--- config.mk ---
export PLATFORM = sky130hd
export DESIGN_NAME = fsm_burst_reg
export DESIGN_NICKNAME = d
export VERILOG_FILES = /design/src/rtl/fsm_burst_pkg.sv /design/src/rtl/fsm_burst_reg.sv
export SDC_FILE = /design/constraint.sdc
export NUM_CORES = 1
export LEC_CHECK = 0
export CELL_PAD_IN_SITES_DETAIL_PLACEMENT = 1
export CELL_PAD_IN_SITES_GLOBAL_PLACEMENT = 2
export CORE_MARGIN = 2
export CORE_UTILIZATION = 30
export CTS_CLUSTER_SIZE = 16
export DETAILED_ROUTE_END_ITERATION = 6
export GPL_ROUTABILITY_DRIVEN = 1
export PLACE_DENSITY_LB_ADDON = 0.1
export SYNTH_ARGS = -nofsm -noshare
export SYNTH_HDL_FRONTEND = slang
export SYNTH_SLANG_ARGS = --single-unit
--- constraint.sdc ---
create_clock -name clock -period 2.72 [get_ports clock]
set_clock_uncertainty 0.2 [all_clocks]
set_input_delay 0.544 -clock clock [delete_from_list [all_inputs] [get_ports clock]]
set_output_delay 0.544 -clock clock [all_outputs]
set_load 0.005 [all_outputs]
--- src/rtl/fsm_burst_pkg.sv ---
// -----------------------------------------------------------------------------
// fsm_burst_pkg
// Shared types for the burst read controller:
//   state_t      - controller state encoding
//   strobes_t    - the four state-decoded strobes {rd, ds, err, busy}
//   decode_state - Moore decode of a state into its strobes
// -----------------------------------------------------------------------------
package fsm_burst_pkg;

    typedef enum logic [2:0] {
        IDLE  = 3'd0,
        READ  = 3'd1,
        DELAY = 3'd2,
        DONE  = 3'd3,
        ERROR = 3'd4
    } state_t;

    typedef struct packed {
        logic rd;
        logic ds;
        logic err;
        logic busy;
    } strobes_t;

    function automatic strobes_t decode_state(input state_t s);
        strobes_t o;
        o = '0;
        case (s)
            READ:    begin o.rd = 1'b1; o.busy = 1'b1; end
            DELAY:   begin o.rd = 1'b1; o.busy = 1'b1; end
            DONE:    begin o.ds = 1'b1; o.busy = 1'b1; end
            ERROR:   o.err = 1'b1;
            default: o = '0;
        endcase
        return o;
    endfunction

endpackage

--- src/rtl/fsm_burst_reg.sv ---
// -----------------------------------------------------------------------------
// fsm_burst_reg
// Burst read controller between a requesting master and a slow memory port.
// One go request runs len+1 read beats; each beat retries while the memory
// asserts ws, up to WAIT_MAX retries, after which the controller enters ERROR.
// abort returns to IDLE from any busy or error state. All outputs are
// registered and decoded from the next state, so they line up with the
// state register and have no combinational path from the inputs.
//
// Ports:
//   clock    in   rising-edge clock
//   reset_n  in   synchronous active-low reset
//   go       in   start request, sampled in IDLE
//   len      in   beats minus one, captured when go is accepted
//   ws       in   memory wait state, sampled in DELAY
//   abort    in   synchronous abort, highest priority outside IDLE
//   rd       out  read strobe (READ, DELAY)
//   ds       out  one-cycle done strobe (DONE)
//   err      out  timeout indication (ERROR)
//   busy     out  READ, DELAY or DONE
//   beat     out  current beat index
//   last     out  current beat is the final one (READ, DELAY)
// -----------------------------------------------------------------------------
module fsm_burst_reg
    import fsm_burst_pkg::*;
#(
    parameter int  BURST_W  = 4,
    parameter int  WAIT_MAX = 15,
    localparam int WCNT_W   = $clog2(WAIT_MAX + 1)
) (
    input  logic               clock,
    input  logic               reset_n,
    input  logic               go,
    input  logic [BURST_W-1:0] len,
    input  logic               ws,
    input  logic               abort,
    output logic               rd,
    output logic               ds,
    output logic               err,
    output logic               busy,
    output logic [BURST_W-1:0] beat,
    output logic               last
);

    localparam logic [WCNT_W-1:0] WAIT_LIMIT = WCNT_W'(WAIT_MAX);

    state_t             state_q, state_d;
    logic [BURST_W-1:0] len_q, len_d;
    logic [BURST_W-1:0] beat_q, beat_d;
    logic [WCNT_W-1:0]  wcnt_q, wcnt_d;
    strobes_t           strb_q, strb_d;
    logic               last_q, last_d;

    always_comb begin
        state_d = state_q;
        len_d   = len_q;
        beat_d  = beat_q;
        wcnt_d  = wcnt_q;

        case (state_q)
            IDLE: begin
                if (go) begin
                    state_d = READ;
                    len_d   = len;
                    beat_d  = '0;
                    wcnt_d  = '0;
                end
            end
            READ: state_d = DELAY;
            DELAY: begin
                if (ws) begin
                    // Retry the same beat until the retry budget is spent.
                    if (wcnt_q < WAIT_LIMIT) begin
                        state_d = READ;
                        wcnt_d  = wcnt_q + 1'b1;
                    end else begin
                        state_d = ERROR;
                    end
                end else if (beat_q == len_q) begin
                    state_d = DONE;
                end else begin
                    // beat_q < len_q here, so the increment cannot wrap.
                    state_d = READ;
                    beat_d  = beat_q + 1'b1;
                    wcnt_d  = '0;
                end
            end
            DONE: state_d = IDLE;
            ERROR: begin
                if (!go) state_d = IDLE;
            end
            default: state_d = IDLE;
        endcase

        // abort overrides every transition except from IDLE, where it is ignored.
        if (abort && (state_q != IDLE)) state_d = IDLE;

        // Outputs are decoded from the next state so the registered copies
        // always describe the state being entered.
        strb_d = decode_state(state_d);
        last_d = ((state_d == READ) || (state_d == DELAY)) && (beat_d == len_d);
    end

    always_ff @(posedge clock) begin
        if (!reset_n) begin
            state_q <= IDLE;
            len_q   <= '0;
            beat_q  <= '0;
            wcnt_q  <= '0;
            strb_q  <= '0;
            last_q  <= 1'b0;
        end else begin
            state_q <= state_d;
            len_q   <= len_d;
            beat_q  <= beat_d;
            wcnt_q  <= wcnt_d;
            strb_q  <= strb_d;
            last_q  <= last_d;
        end
    end

    assign rd   = strb_q.rd;
    assign ds   = strb_q.ds;
    assign err  = strb_q.err;
    assign busy = strb_q.busy;
    assign beat = beat_q;
    assign last = last_q;

endmodule

-- Word level (Yosys, flattened, before mapping)
Cells that the tools add are included.
- register bits: 20
- input bits: 9
- output and inout bits: 9
- logic and storage cells: 55
- $add $sub $neg: 2
- order comparisons: 1
- equality and inequality tests: 12
- mux-type cells: 22
- reductions and logical operators: 9
- operators by type and width (cell ; number):
    $mux 4 ; 9
    $pmux 4 s2 ; 2
    $mux 3 ; 5
    $pmux 3 s4 ; 1
    $eq 3x2->1 const B ; 3
    $add 4x1->4 const B ; 2
    $eq 4x4->1 ; 2
    $eq 3x1->1 const B ; 2
    $eq 3x3->1 const B ; 2
    $ne 3x3->1 const B ; 2
    $lt 4x4->1 const B ; 1
    $mux 1 ; 4
    $reduce_and 4->1 ; 1
    $logic_not 3->1 ; 1
    $reduce_bool 3->1 ; 1
    $reduce_or 3->1 ; 1
    $logic_and 1x1->1 ; 2
    $mux 2 ; 1
    $ne 2x2->1 const B ; 1
    $reduce_bool 2->1 ; 1
    $reduce_or 2->1 ; 1
    $logic_or 1x1->1 ; 1

-- Longest topological paths before layout
- word-level depth: 8
- mapped depth: 8
- depth with buffers taken out: 7

-- Worst setup path before layout
OpenSTA, ideal clock, no wires.
- path type: input-to-reg
- start point: input ws
- end point: register last_q, in the netlist last
- setup time: 0.120 ns
- arrival: 1.955 ns
- required time: 2.400 ns
- setup slack: 0.444 ns
- stages on the path: 6
- path buffers: 1
- path through: or4b_1 > buf_2 > or3_4 > xor2_1 > a32oi_1 > nor3_1
- cells in the longest elaborated chain, start to end: 6
- elaborated cells on any way between the ends: 10
- classes of those cells: eq/ne (3); mux (5); reduce/logical (2)
- RTL lines (item ; RTL line ; RTL):
    start, declared ; fsm_burst_reg.sv:35 ; input logic ws,
    $mux 3 ; fsm_burst_reg.sv:71 ; if (ws) begin
    $pmux 3 s4 ; fsm_burst_reg.sv:60 ; case (state_q)
    $mux 3 ; fsm_burst_reg.sv:96 ; if (abort && (state_q != IDLE)) state_d = IDLE;
    $eq 3x1->1 / $eq 3x2->1 (equally long branches) ; fsm_burst_reg.sv:101 ; last_d = ((state_d == READ) || (state_d == DELAY)) && (beat_d == len_d);
    $logic_or 1x1->1 ; fsm_burst_reg.sv:101 ;
    $logic_and 1x1->1 (*) ; fsm_burst_reg.sv:101 ;
    end signal, assigned ; fsm_burst_reg.sv:118 ; last_q <= last_d;
    end, declared ; fsm_burst_reg.sv:52 ; logic last_q, last_d;
Mark *: on every way between the ends. The rest lies on a longest branch, timed or not.
A chain may end at the register's enable or synchronous reset.

-- Worst setup path after layout
- start point: input ws
- end point: register wcnt_q[3]
- cells in the longest elaborated chain, start to end: 2
- elaborated cells on any way between the ends: 5
- classes of those cells: eq/ne (2); mux (2); reduce/logical (1)
- RTL lines (item ; RTL line ; RTL):
    $ne 3x3->1 (no source line) / $mux 4 (equally long branches) ; - ;
    $reduce_and 4->1 (no source line) / $pmux 4 s2 (equally long branches) ; - ;
    end signal, assigned ; fsm_burst_reg.sv:116 ; wcnt_q <= wcnt_d;
    end, declared ; fsm_burst_reg.sv:50 ; logic [WCNT_W-1:0] wcnt_q, wcnt_d;
Parallel ways exist; a longest one is shown, timed or not.

==> flow_summary_export.csv <==
group,metric,value,unit
critical_path,worstPathRequired,2.72,ns
floorplanning,die_y,61.84,um
outcome,status,"finished clean",
pwr,switchingPower,0.1894,mW
yosys,ys_ff_latch,20,
clock_network,clk_latency,0.32,ns
routing,via_per_inst,4.914,
sta,setup_tns,0,ns
yosys,yosysSeqAreaShare,39.90,%
routing,ant_nets,0,
critical_path,worstSetupPathType,"input port to register",
pwr,power_density,535.3,mW/mm^2
global_route,grt_max_degree,13,
clock_network,h-tree-depth,1,
global_route,grt-ovfl-total,0,
critical_path,crit_chain,"clkdlybuf4s50_1 > or4b_1 > buf_4 > nor2_1 > a31oi_1 > nand3_1 > xor2_1 > nor2_1",
critical_path,r2r_start,"wcnt_q[0]$_SDFFE_PN0P_",
critical_path,regToRegSetupSlack,0.49,ns
min_path,hp-class,"register to register",
routing,drt-wirelength-per-cell,14.10,um
critical_path,start_kind,"input port",
global_route,grt_pass1_vias,920,
routing,drc,0,
critical_path,rr_endpoint,"wcnt_q[3]$_SDFFE_PN0P_",
routing,dr.pass1.iters,4,
sta,final.min_clock_period,2.467,ns
min_path,min_delay_path_depth,2,
pwr,p_seq_share,45.3,%
yosys,syn-instance-count,114,
yosys,async_flop_share,0,%
routing,vias,909,
finish,final_common_cell,"dfxtp_1",
pwr,p_clk_share,35.2,%
routing,routed_wl,2608,um
global_route,antenna_found_initial,0,
yosys,syn_nets,125,
clock_network,cts.sinks,20,
clock_network,cts_buffer_depth,2,
yosys,synth_area,0.001003,mm^2
clock_network,cts-root-buf,"clkbuf_4",
sta,relSlewSlack,63.65,%
sta,finalHoldViolCount,0,
clock_network,clk_pin_slew,0.11,ns
critical_path,cp-end-kind,"register",
critical_path,crit_arrival,2.47,ns
sta,slew_viol_final,0,
global_route,grt_pass1_wl,4333,um
pwr,p_leak,0.5390,nW
place,place_hpwl,2048,um
floorplanning,die_x,61.84,um
sta,fmax,405.3,MHz
floorplanning,dieArea,0.003824,mm^2
floorplanning,start_util,32.08,%
min_path,worstHoldStart,"wcnt_q[1]$_SDFFE_PN0P_",
floorplanning,row_count,20,
critical_path,slowest_delay,0.61,ns
yosys,ys_types,32,
critical_path,path_max_fanout,5,
yosys,synth_edf_count,0,
finish,antennaDiodeCount,0,
sta,worstMarginPinSlew,0.5407,ns
yosys,ys.flop_type,"dfxtp_1",
sta,setup_violations,0,
critical_path,cp_slowest_cell,"or4b_1",
global_route,grt.total_usage,15.98,%
place,port_buffers,17,
finish,drive_gt1_share,13.48,%
floorplanning,pin_count,18,
routing,drt_iter0_drc,39,
finish,fin_nets,153,
floorplanning,core,0.003128,mm^2
pwr,totalPowerFinal,0.7153,mW
critical_path,worstRegToRegCells,7,
pwr,p_comb_share,19.5,%
min_path,hold-path-endpoint,"wcnt_q[1]$_SDFFE_PN0P_",
clock_network,cts_hold_buf,0,
yosys,syn_avg_cell_area,8.802,um^2
clock_network,cts_resized,0,
yosys,yosysWarnings,0,
clock_network,cts_buffers,3,
sta,rsz0062_at_grt,"no",
finish,areaGrowthSynthToFinish,33.17,%
clock_network,post-cts-setup-buffer-count,0,
pwr,power.internal,0.5259,mW
pwr,worst_ir_drop_vdd,0.0001955,V
finish,final_cell_mix,"dfxtp_1 (20), clkdlybuf4s50_1 (17), nor2_1 (15)",
clock_network,cts_tree,"done",
critical_path,crit_top_cell,"nor2_1",
place,place.gp.congestion,0.7758,
sta,final.period_utilization,90.70,%
pwr,swShare,26.48,%
job,max_cap_viol_count,0,
finish,fillers,386,
[flip-flops by register name, summed over array words and instances, names as in the netlist]
register and flops:
len_q 4, state_q 3, busy 1, last 1, wcnt_q 4, beat 4
rd 1, err 1, ds 1
[synthesized netlist by cell type (all sizes together), types with 2 or more instances]
cell type   n  share of area, %
a31oi       3               1.9
nor2       15               5.6
nor3        3               1.5
nor4        2               2.5
or3b        2               1.7
nor3b       4               3.0
nand2       8               3.0
a32oi       2               1.7
nand3       4               2.0
buf         2               1.6
ha          2               2.5
dfxtp      20                40
a21oi       6               3.0
and3        2               1.2
xnor2       2               1.7
a211oi      3               2.2
nor2b       6               3.7
o21bai      2               1.5
xor2        9               7.9
o21ai       4               2.0
clkbuf      3               1.1
[area by class of cell]
type | instances | area, um^2 | area share, %
multi-input combinational | 89 | 575.6 | 43.07
clock inverter | 1 | 30.03 | 2.247
sequential | 20 | 400.4 | 29.96
clock buffer | 3 | 22.52 | 1.685
timing repair buffer | 28 | 252.7 | 18.91
tap | 44 | 55.05 | 4.120
[power groups by stage]
stage | Sequential (mW) | Clock [mW] | Combinational (mW)
finish | 0.324 | 0.252 | 0.139
global placement | 0.329 | 0 | 0.137
global route | 0.326 | 0.274 | 0.158
CTS | 0.324 | 0.257 | 0.142
floorplan | 0.325 | 0 | 0.0838
detailed placement | 0.330 | 0 | 0.140
[kinds of logic (layout without fill, tap and decap cells)]
family          count (synthesis)  after routing  share of synthesized area [%]
flops                          20             20                          39.90
xor+xnor                       11             11                          9.602
fa+ha+maj                       2              2                          2.493
mux                             1              1                         0.9975
buf+inv                         5             32                          2.743
compound gates                 24             24                          15.59
simple gates                   51             51                          28.68
[worst max-delay path by stage]
stage | startpoint | endpoint | slack, ns | cells after the start
after detailed placement | ws | wcnt_q[2]$_SDFFE_PN0P_ | -0.06 | 8
after CTS | ws | wcnt_q[3]$_SDFFE_PN0P_ | 0.25 | 8
final | ws | wcnt_q[3]$_SDFFE_PN0P_ | 0.25 | 8
after global placement | ws | last$_SDFF_PN0_ | -0.05 | 7
after global routing | ws | wcnt_q[3]$_SDFFE_PN0P_ | 0.14 | 8
after floorplan | ws | last$_SDFF_PN0_ | 0.44 | 6
[per-stage QoR]
step,util [%],worst slack [ns],area [um^2],std cells,hold slack [ns]
2_1_floorplan,-,0.4441,1003,114,0.2486
3_3_place_gp,41.04,-0.05428,1284,181,0.2649
3_5_place_dp,41.04,-0.06046,1284,181,0.2736
4_1_cts,42.72,0.2473,1336,185,0.2908
5_1_grt,42.72,0.1377,1336,185,0.3315
6_report,42.72,0.2529,1336,185,0.2869
[worst max-delay path: cells and delay by family]
family	cells	cell delay [ns]
AO/OA/AOI/OAI	1	0.19
buffers and inverters	2	0.62
AND/OR/NAND/NOR	4	0.95
XOR/XNOR	1	0.16
[per-layer routing]
metal	part of all wire [%]	vias up	GRT usage (%)
met5	0	-	0
met4	1.2	0	5.471
met3	3.4	4	2.692
met2	46	17	24.66
met1	50	429	22.50
li1	-	459	-
No activity file was read; power rests on OpenSTA's default activity.
